===== src/rtl/ama_riscv_load_align_unit_if.sv =====
// Load-align bus: request from the MEM stage, word reads to memory, result back.
//   req_*   : load request handshake (valid/ready, byte address, funct3)
//   mem_*   : single-beat word read strobe/address and returned data
//   resp_*  : one-cycle result strobe with extended data and error flag
// slave is the load-align unit; master is everything around it (pipeline + memory).
interface ama_riscv_load_align_unit_if #(
  parameter int unsigned XLEN = 32,
  parameter int unsigned AW   = 32
);
  localparam int unsigned OFF_W = $clog2(XLEN/8);

  logic                req_valid;
  logic                req_ready;
  logic [AW-1:0]       req_addr;
  logic [2:0]          req_funct3;
  logic                mem_req;
  logic [AW-OFF_W-1:0] mem_addr;
  logic                mem_rvalid;
  logic [XLEN-1:0]     mem_rdata;
  logic                resp_valid;
  logic [XLEN-1:0]     resp_data;
  logic                resp_err;

  modport master (
    output req_valid, req_addr, req_funct3, mem_rvalid, mem_rdata,
    input  req_ready, mem_req, mem_addr, resp_valid, resp_data, resp_err
  );

  modport slave (
    input  req_valid, req_addr, req_funct3, mem_rvalid, mem_rdata,
    output req_ready, mem_req, mem_addr, resp_valid, resp_data, resp_err
  );
endinterface


===== src/rtl/ama_riscv_load_align_unit.sv =====
// Load shift/mask/extend unit with two-beat fetch for word-crossing loads.
//   clk, rst : clock, synchronous active-high reset
//   bus      : slave side of ama_riscv_load_align_unit_if (request, memory, response)
// Fetches the naturally aligned word(s) covering the addressed bytes, then
// shifts, masks and sign/zero-extends them into an XLEN result.
module ama_riscv_load_align_unit #(
  parameter int unsigned XLEN = 32,
  parameter int unsigned AW   = 32
) (
  input  logic clk,
  input  logic rst,
  ama_riscv_load_align_unit_if.slave bus
);
  localparam int unsigned OFF_W = $clog2(XLEN/8);
  localparam int unsigned WAW   = AW - OFF_W;
  localparam int unsigned CW    = OFF_W + 2;

  typedef enum logic [2:0] {IDLE, REQ0, WAIT0, REQ1, WAIT1, RESP} state_t;

  state_t          state;
  logic            ready_q;
  logic            mem_req_q;
  logic [WAW-1:0]  mem_addr_q;
  logic            resp_valid_q;
  logic [XLEN-1:0] resp_data_q;
  logic            resp_err_q;
  logic [OFF_W-1:0] off_q;
  logic [2:0]      f3_q;
  logic [XLEN-1:0] beat0_q;

  logic            legal_c;
  logic            cross_c;
  logic [XLEN-1:0] fin_b0_c;
  logic [XLEN-1:0] fin_b1_c;
  logic [2*XLEN-1:0] cat_c;
  logic [XLEN-1:0] sel_c;
  logic [XLEN-1:0] mask_c;
  logic            sign_c;
  logic            res_sign_c;
  logic [XLEN-1:0] res_c;

  // Width legality of the incoming funct3 (ld/lwu only exist on 64-bit)
  always_comb begin
    legal_c = 1'b1;
    if (bus.req_funct3 == 3'b111) legal_c = 1'b0;
    if ((XLEN == 32) && ((bus.req_funct3 == 3'b011) || (bus.req_funct3 == 3'b110)))
      legal_c = 1'b0;
  end

  // Access spills into the next word when offset + size exceeds the word
  assign cross_c = (CW'({2'b00, off_q}) + CW'(4'd1 << f3_q[1:0])) > CW'(XLEN/8);

  // Result datapath: the final beat arrives on mem_rdata and is merged with beat0
  always_comb begin
    fin_b0_c = (state == WAIT1) ? beat0_q       : bus.mem_rdata;
    fin_b1_c = (state == WAIT1) ? bus.mem_rdata : '0;
    cat_c    = {fin_b1_c, fin_b0_c} >> {off_q, 3'b000};
    sel_c    = cat_c[XLEN-1:0];
    unique case (f3_q[1:0])
      2'd0: begin mask_c = XLEN'(8'hFF);        sign_c = sel_c[7];      end
      2'd1: begin mask_c = XLEN'(16'hFFFF);     sign_c = sel_c[15];     end
      2'd2: begin mask_c = XLEN'(32'hFFFF_FFFF); sign_c = sel_c[31];    end
      default: begin mask_c = '1;               sign_c = sel_c[XLEN-1]; end
    endcase
    // Full-width access: ~mask_c is zero so the data passes through untouched
    res_sign_c = sign_c && !f3_q[2];
    res_c      = (sel_c & mask_c) | (res_sign_c ? ~mask_c : '0);
  end

  // Fetch/response state machine with registered outputs
  always_ff @(posedge clk) begin
    if (rst) begin
      state        <= IDLE;
      ready_q      <= 1'b1;
      mem_req_q    <= 1'b0;
      mem_addr_q   <= '0;
      resp_valid_q <= 1'b0;
      resp_data_q  <= '0;
      resp_err_q   <= 1'b0;
      off_q        <= '0;
      f3_q         <= '0;
      beat0_q      <= '0;
    end else begin
      unique case (state)
        IDLE: begin
          if (bus.req_valid && ready_q) begin
            ready_q <= 1'b0;
            off_q   <= bus.req_addr[OFF_W-1:0];
            f3_q    <= bus.req_funct3;
            if (legal_c) begin
              state      <= REQ0;
              mem_req_q  <= 1'b1;
              mem_addr_q <= bus.req_addr[AW-1:OFF_W];
            end else begin
              // resp_data is deliberately left holding the previous result
              state        <= RESP;
              resp_valid_q <= 1'b1;
              resp_err_q   <= 1'b1;
            end
          end
        end
        REQ0: begin
          mem_req_q <= 1'b0;
          state     <= WAIT0;
        end
        WAIT0: begin
          if (bus.mem_rvalid) begin
            beat0_q <= bus.mem_rdata;
            if (cross_c) begin
              state      <= REQ1;
              mem_req_q  <= 1'b1;
              mem_addr_q <= mem_addr_q + WAW'(1);
            end else begin
              state        <= RESP;
              resp_valid_q <= 1'b1;
              resp_err_q   <= 1'b0;
              resp_data_q  <= res_c;
            end
          end
        end
        REQ1: begin
          mem_req_q <= 1'b0;
          state     <= WAIT1;
        end
        WAIT1: begin
          if (bus.mem_rvalid) begin
            state        <= RESP;
            resp_valid_q <= 1'b1;
            resp_err_q   <= 1'b0;
            resp_data_q  <= res_c;
          end
        end
        RESP: begin
          resp_valid_q <= 1'b0;
          ready_q      <= 1'b1;
          state        <= IDLE;
        end
        default: state <= IDLE;
      endcase
    end
  end

  assign bus.req_ready  = ready_q;
  assign bus.mem_req    = mem_req_q;
  assign bus.mem_addr   = mem_addr_q;
  assign bus.resp_valid = resp_valid_q;
  assign bus.resp_data  = resp_data_q;
  assign bus.resp_err   = resp_err_q;
endmodule


===== src/flat_wrapper.sv =====
// flat-port wrapper written by rule: the top's interface ports become plain ports
module ama_riscv_load_align_unit_flat 
#(
  parameter int unsigned XLEN = 32,
  parameter int unsigned AW   = 32
)
  (clk, rst, bus_req_valid, bus_req_addr, bus_req_funct3, bus_mem_rvalid, bus_mem_rdata, bus_req_ready, bus_mem_req, bus_mem_addr, bus_resp_valid, bus_resp_data, bus_resp_err);
  ama_riscv_load_align_unit_if #(.XLEN(XLEN), .AW(AW)) bus_i ();
  input  logic clk;
  input  logic rst;
  input wire logic [$bits(bus_i.req_valid)-1:0] bus_req_valid;
  input wire logic [$bits(bus_i.req_addr)-1:0] bus_req_addr;
  input wire logic [$bits(bus_i.req_funct3)-1:0] bus_req_funct3;
  input wire logic [$bits(bus_i.mem_rvalid)-1:0] bus_mem_rvalid;
  input wire logic [$bits(bus_i.mem_rdata)-1:0] bus_mem_rdata;
  output wire logic [$bits(bus_i.req_ready)-1:0] bus_req_ready;
  output wire logic [$bits(bus_i.mem_req)-1:0] bus_mem_req;
  output wire logic [$bits(bus_i.mem_addr)-1:0] bus_mem_addr;
  output wire logic [$bits(bus_i.resp_valid)-1:0] bus_resp_valid;
  output wire logic [$bits(bus_i.resp_data)-1:0] bus_resp_data;
  output wire logic [$bits(bus_i.resp_err)-1:0] bus_resp_err;
  assign bus_i.req_valid = bus_req_valid;
  assign bus_i.req_addr = bus_req_addr;
  assign bus_i.req_funct3 = bus_req_funct3;
  assign bus_i.mem_rvalid = bus_mem_rvalid;
  assign bus_i.mem_rdata = bus_mem_rdata;
  assign bus_req_ready = bus_i.req_ready;
  assign bus_mem_req = bus_i.mem_req;
  assign bus_mem_addr = bus_i.mem_addr;
  assign bus_resp_valid = bus_i.resp_valid;
  assign bus_resp_data = bus_i.resp_data;
  assign bus_resp_err = bus_i.resp_err;
  ama_riscv_load_align_unit #(.XLEN(XLEN), .AW(AW)) u_core (.clk(clk), .rst(rst), .bus(bus_i));
endmodule

===== config.mk =====
export PLATFORM = sky130hd
export DESIGN_NAME = ama_riscv_load_align_unit_flat
export DESIGN_NICKNAME = d
export VERILOG_FILES = /design/src/rtl/ama_riscv_load_align_unit_if.sv /design/src/rtl/ama_riscv_load_align_unit.sv /design/src/flat_wrapper.sv
export SDC_FILE = /design/constraint.sdc
export NUM_CORES = 1
export LEC_CHECK = 0
export BUFFER_PORTS_ARGS = -buffer_cell sky130_fd_sc_hd__buf_2
export CAP_MARGIN = 20
export CORE_MARGIN = 3
export CORE_UTILIZATION = 45
export DETAILED_ROUTE_END_ITERATION = 6
export PLACE_DENSITY = 0.79
export SLEW_MARGIN = 20
export SYNTH_ARGS = -nofsm -noshare
export SYNTH_HDL_FRONTEND = slang
export SYNTH_SLANG_ARGS = --single-unit

===== constraint.sdc =====
create_clock -name clk -period 2.9 [get_ports clk]
set_input_delay 0.29 -clock clk [delete_from_list [all_inputs] [get_ports clk]]
set_output_delay 0.29 -clock clk [all_outputs]
set_load 0.1 [all_outputs]

# After elaboration in Yosys (flattened, before gate mapping)
# Cells that the tools add are included.
# totals
ff_bits	106
out_inout_bits	66
# op_classes
addsub	2
n_lt_le_gt_ge	1
n_eq_ne	16
n_shift	2
mux	39
n_bitwise	3
reduce_logical	22
# op_table
cell	n
$mux W32	6
$pmux W32 S2	2
$mux W30	4
$shr A64 B5 Y32	1
$pmux W30 S2	1
$and A32 B32 Y32	1
$not A32 Y32	1
$or A32 B32 Y32	1
$add A30 B1 Y30 const B	1
$mux W1	15
$mux W3	5
$pmux W3 S5	1
$eq A3 B3 Y1 const B	4
$reduce_and A6 Y1	2
$reduce_and A5 Y1	2
$eq A3 B2 Y1 const B	3
$ne A2 B2 Y1 const B	4
$ne A2 B1 Y1 const B	3
$pmux W1 S3	2
$reduce_and A2 Y1	3
$reduce_bool A2 Y1	3
$reduce_bool A3 Y1	2
$add A2 B4 Y4	1
$gt A4 B3 Y1 const B	1
other kinds (14)	16

# Logic depth before layout (Yosys ltp)
# logic_depth
ltp_word	10
ltp_mapped	13

# Worst setup path after synthesis
# OpenSTA, ideal clock, no wires.
# synth_path
path_kind	register to register
startpoint	register u_core.off_q[1]
endpoint	register u_core.mem_addr_q[27], in the netlist u_core.bus.mem_addr[27]
t_arrival_ps	3074
t_required_ps	2814
slack_ps	-260
path_stages_with_launch	12
n_path_buf	4
cell_sequence	dfxtp_1 clkinv_1 buf_1 clkbuf_1 fa_1 xnor2_1 a221oi_1 a211oi_1 clkbuf_1 clkbuf_1 a21oi_1 a211oi_1
# synth_between
elab_chain_cells	4
# synth_rtl
element	line	text
from (decl)	ama_riscv_load_align_unit.sv:27	logic [OFF_W-1:0] off_q;
from (signal assigned)	ama_riscv_load_align_unit.sv:88	off_q <= bus.req_addr[OFF_W-1:0];
$add A2 B4 Y4	ama_riscv_load_align_unit.sv:51	assign cross_c = (CW'({2'b00, off_q}) + CW'(4'd1 << f3_q[1:0])) > CW'(XLEN/8);
$gt A4 B3 Y1	ama_riscv_load_align_unit.sv:51	
$ne A2 B1 Y1 (no line)	-	
$reduce_and A5 Y1 (no line)	-	
to (signal assigned)	ama_riscv_load_align_unit.sv:93	mem_addr_q <= bus.req_addr[AW-1:OFF_W];
to (signal assigned)	ama_riscv_load_align_unit.sv:112	mem_addr_q <= mem_addr_q + WAW'(1);
to (decl)	ama_riscv_load_align_unit.sv:23	logic [WAW-1:0] mem_addr_q;
# Every way passes these cells.
# A chain may end at the register's enable or synchronous reset.

# Final worst setup path
# layout_path
startpoint	register u_core.f3_q[1]
endpoint	register u_core.resp_data_q[30], in the netlist u_core.bus.resp_data[30]
# layout_between
elab_chain_cells	8
elab_cells_between_ends	18
classes_between	add/sub: 1; order compare: 1; eq/ne: 2; shift: 1; mux: 7; bitwise: 3; reduce/logical: 3
# layout_rtl
element	line	text
from (decl)	ama_riscv_load_align_unit.sv:28	logic [2:0] f3_q;
from (signal assigned)	ama_riscv_load_align_unit.sv:89	f3_q <= bus.req_funct3;
branches (longest 8 deep; another with $add A2 B4 Y4)	-	
to (signal assigned)	ama_riscv_load_align_unit.sv:117	resp_data_q <= res_c;
to (signal assigned)	ama_riscv_load_align_unit.sv:130	resp_data_q <= res_c;
to (decl)	ama_riscv_load_align_unit.sv:25	logic [XLEN-1:0] resp_data_q;
# Parallel ways; which one is timed is not known. The select of a mux whose other input is x is not followed.

==> results.md <==
* Clk_lat worst skew at 350 ps
* DRT Pass-1 Iters at 5
* Worst slew margin at 53.1%
* Crit path from: u_core.f3_q[1]
* Crit share post-route at 91.0%
* Combinational Power Share at 52.1%
* I/O pin cnt at 137
* Sum Neg Setup Slack at 0 ps
* Syn Area/Cell at 8.04 µm²
* First-pass GRT wire length at 28.5 mm
* Hold Vio Cnt, Final at 0
* Synth Register Bits at 106
* Placer Congestion at 0.900
* Clock Tree Buf Depth at 2
* Sw Pwr at 3.24 mW
* WL/cell at 17.0 µm
* Critical path class: flop to flop
* Register area share after synthesis at 34.1%
* Die X at 124 µm
* Fraction of layout cells with a size suffix above 1 at 24.2%
* Crit-path cells: nor2_1 > ha_1 > inv_1 > fa_1 > nand2b_1 > a22oi_2 > a22o_2 > nand2_1 > a21o_1 > a31oi_1
* Final layout net count at 963
* GRT overflow at 0
* DR vias at 6,226
* Clock Sinks at 106
* Worst R2R Setup Slack at 260 ps
* Worst-Margin Slew at 703 ps
* Critical Path Start Type: flop
* RSZ-0062 raised after global routing: false
* Max stage delay cell, worst path: fa_1
* Synth Flop Type: dfxtp_1
* Part of the power in registers at 29.1%
* Vias in the first global route at 5,567
* CTS tree: built
* Max-Cap Viols at 0
* Reg2reg start: u_core.f3_q[1]
* Worst path arrival time at 2920 ps
* Max-slew violations at 0
* Gr usage total at 23.5%
* Vias per cell at 5.83
* R2r worst-path depth at 10
* Hold wc startpoint: bus_req_addr[0]
* CP max FO at 7
* Core area at 0.0134 mm²
* Placed insts at 1,051
* CTS Hold Bufs at 0
* Cell Pwr Density at 871 mW/mm²
* Leak at 2.79 nW
* Final setup vio count at 0
* Area Growth Syn to Fin at 20.1%
* Sw Ratio at 49.8%
* Max incr delay on CP at 480 ps
* Hold slack at 177 ps
* # DRC at 0
* Hold Path End: u_core.off_q[0]
* Final Non-Filler Cells at 1,068
* Pint at 3.27 mW
* Number of synthesized flops with an enable pin at 0
* H-tree depth at 3
* Antenna fix cells at 0
* DP Wirelength at 12.6 mm
* Commonest non-fill, non-tap cell in the layout: nand2_1
* Worst setup EP type: flop
* Most frequent cells in the layout: nand2_1 (150), buf_2 (135), dfxtp_1 (105)
* Mapped cell area at 0.00622 mm²
* Die area at 0.0153 mm²
* Hold crit path type: input port to flop
* DRT iter0 DRCs at 565
* Part of the power in the clock network at 18.8%
* Cell Rows at 42
* Reg clk slew, reported paths at 70 ps
* Initial Util at 46.4%
* Number of CTS-inserted buffers at 9
* Total wire length at 18.1 mm
* Overall Power at 6.51 mW
* Syn nets at 849
* CTS root buffer: clkbuf_16
* Final ANT Viol Nets at 0
* Synth Instances at 774
* Largest net degree at the start of global routing at 71
* Ys async rst share at 0%
* Worst VDD drop at 0.000376 V
* Yosys warnings at 0
* Data required, critical path at 3180 ps
* Worst r2r dst: u_core.bus.resp_data[30]
* Die H at 124 µm
* Worst hold path stage count at 3
* Status: complete, no violations
* Post-synth cell types at 56
* Clock Skews at 6.97 ps
* Initial antenna violation count at 0
* Final Critical Period at 2640 ps
* FMAX at 379 MHz
* Number of port buffers at 136
==> routing by layer <==
layer  share of wire, %  wire, µm  track usage, %  up-vias
met1                 43      7840            33.9     2929
met2                 45      8130            34.3      253
met5                  0         0               0        -
met4                2.6       465            8.93        0
li1                   -         -               -     3014
met3                9.3      1690            5.08       30
==> flip-flops by register name, summed over array words and instances, names as in the netlist <==
register,count
u_core.bus.resp_data,32
u_core.beat0_q,32
u_core.state,3
u_core.bus.resp_err,1
u_core.off_q,2
u_core.f3_q,3
u_core.bus.req_ready,1
u_core.bus.mem_addr,30
u_core.bus.resp_valid,1
u_core.bus.mem_req,1
==> timing repair <==
action	4_1_cts	5_1_grt
setup endpoints to repair	0	4
gates resized for setup	0	1
buffers inserted	0	1
==> power by group through the flow <==
| stage | logic [mW] | clock network (mW) | registers, mW |
|---|---|---|---|
| CTS | 3.33 | 1.25 | 1.89 |
| finish | 3.39 | 1.23 | 1.89 |
| global route | 3.61 | 1.30 | 1.92 |
| floorplan | 1.36 | 0 | 3.20 |
| global placement | 3.29 | 0 | 1.92 |
| detailed placement | 3.32 | 0 | 1.92 |
==> how the worst max path moves through the flow <==
stage	end	slack, ps	cells after the start
floorplan	u_core.bus.mem_addr[1]	40	11
global placement	u_core.bus.mem_addr[12]	310	12
detailed placement	u_core.bus.resp_data[29]	190	10
CTS	u_core.bus.resp_data[30]	170	10
global route	u_core.bus.mem_addr[12]	90	12
finish	u_core.bus.resp_data[30]	260	10
==> Yosys cell counts (all sizes together) (2+ instances only) <==
cell / count / area share, %
o2bb2ai: 2 / 0.28
a31oi: 12 / 1.2
nor3: 26 / 2.2
nand4: 7 / 0.70
o31ai: 15 / 1.8
a311oi: 5 / 0.70
nor2: 73 / 4.4
or3: 3 / 0.30
a22o: 3 / 0.42
ha: 3 / 0.60
a22oi: 13 / 1.6
clkbuf: 45 / 2.7
a211oi: 15 / 1.8
o21ai: 27 / 2.2
a21o: 16 / 1.9
mux4: 22 / 8.0
nand2: 150 / 9.1
dfxtp: 106 / 34
a21oi: 73 / 5.9
o41ai: 4 / 0.87
o32ai: 2 / 0.28
nor2b: 6 / 0.60
nand2b: 5 / 0.50
nand3: 25 / 2.0
o21bai: 2 / 0.24
nor3b: 4 / 0.66
a2bb2oi: 4 / 0.56
inv: 11 / 0.66
o31a: 2 / 0.28
buf: 17 / 1.6
a211o: 2 / 0.28
mux2i: 56 / 9.0
==> per-stage QoR <==
step | area (µm²) | utilization, % | worst slack, ps
finish | 7470 | 55.7 | 261
global route | 7470 | 55.7 | 85.3
CTS | 7430 | 55.5 | 166
detailed placement | 7140 | 53.3 | 192
global placement | 7140 | 53.3 | 310
floorplan | 6240 | - | 38.5
==> worst max-delay path, delay by kind of cell (launching register included) <==
kind            cells  cell delay, ps
compound gates      4             960
fa+ha+maj           2             680
flops               1             370
buf+inv             1              60
simple gates        3             500
==> area by class of cell <==
type                            count  area [µm²]
Clock inverter                      6        67.6
Fill cell                        1237        5930
Inverter                           12        46.3
Multi-Input combinational cell    594        3820
Sequential cell                   106        2120
Clock buffer                        9         225
Tap cell                          176         220
Timing Repair Buffer              165         968
==> cells by family (layout without fill, tap and decap cells) <==
family	count (synthesis)	in the layout	synth area share [%]
compound gates	205	205	21.5
fa+ha+maj	4	4	0.925
simple gates	306	306	21.2
xor+xnor	1	1	0.141
flops	106	106	34.1
mux	78	78	17.0
buf+inv	74	192	5.07
Note: power is estimated with default switching activity, not from simulation.
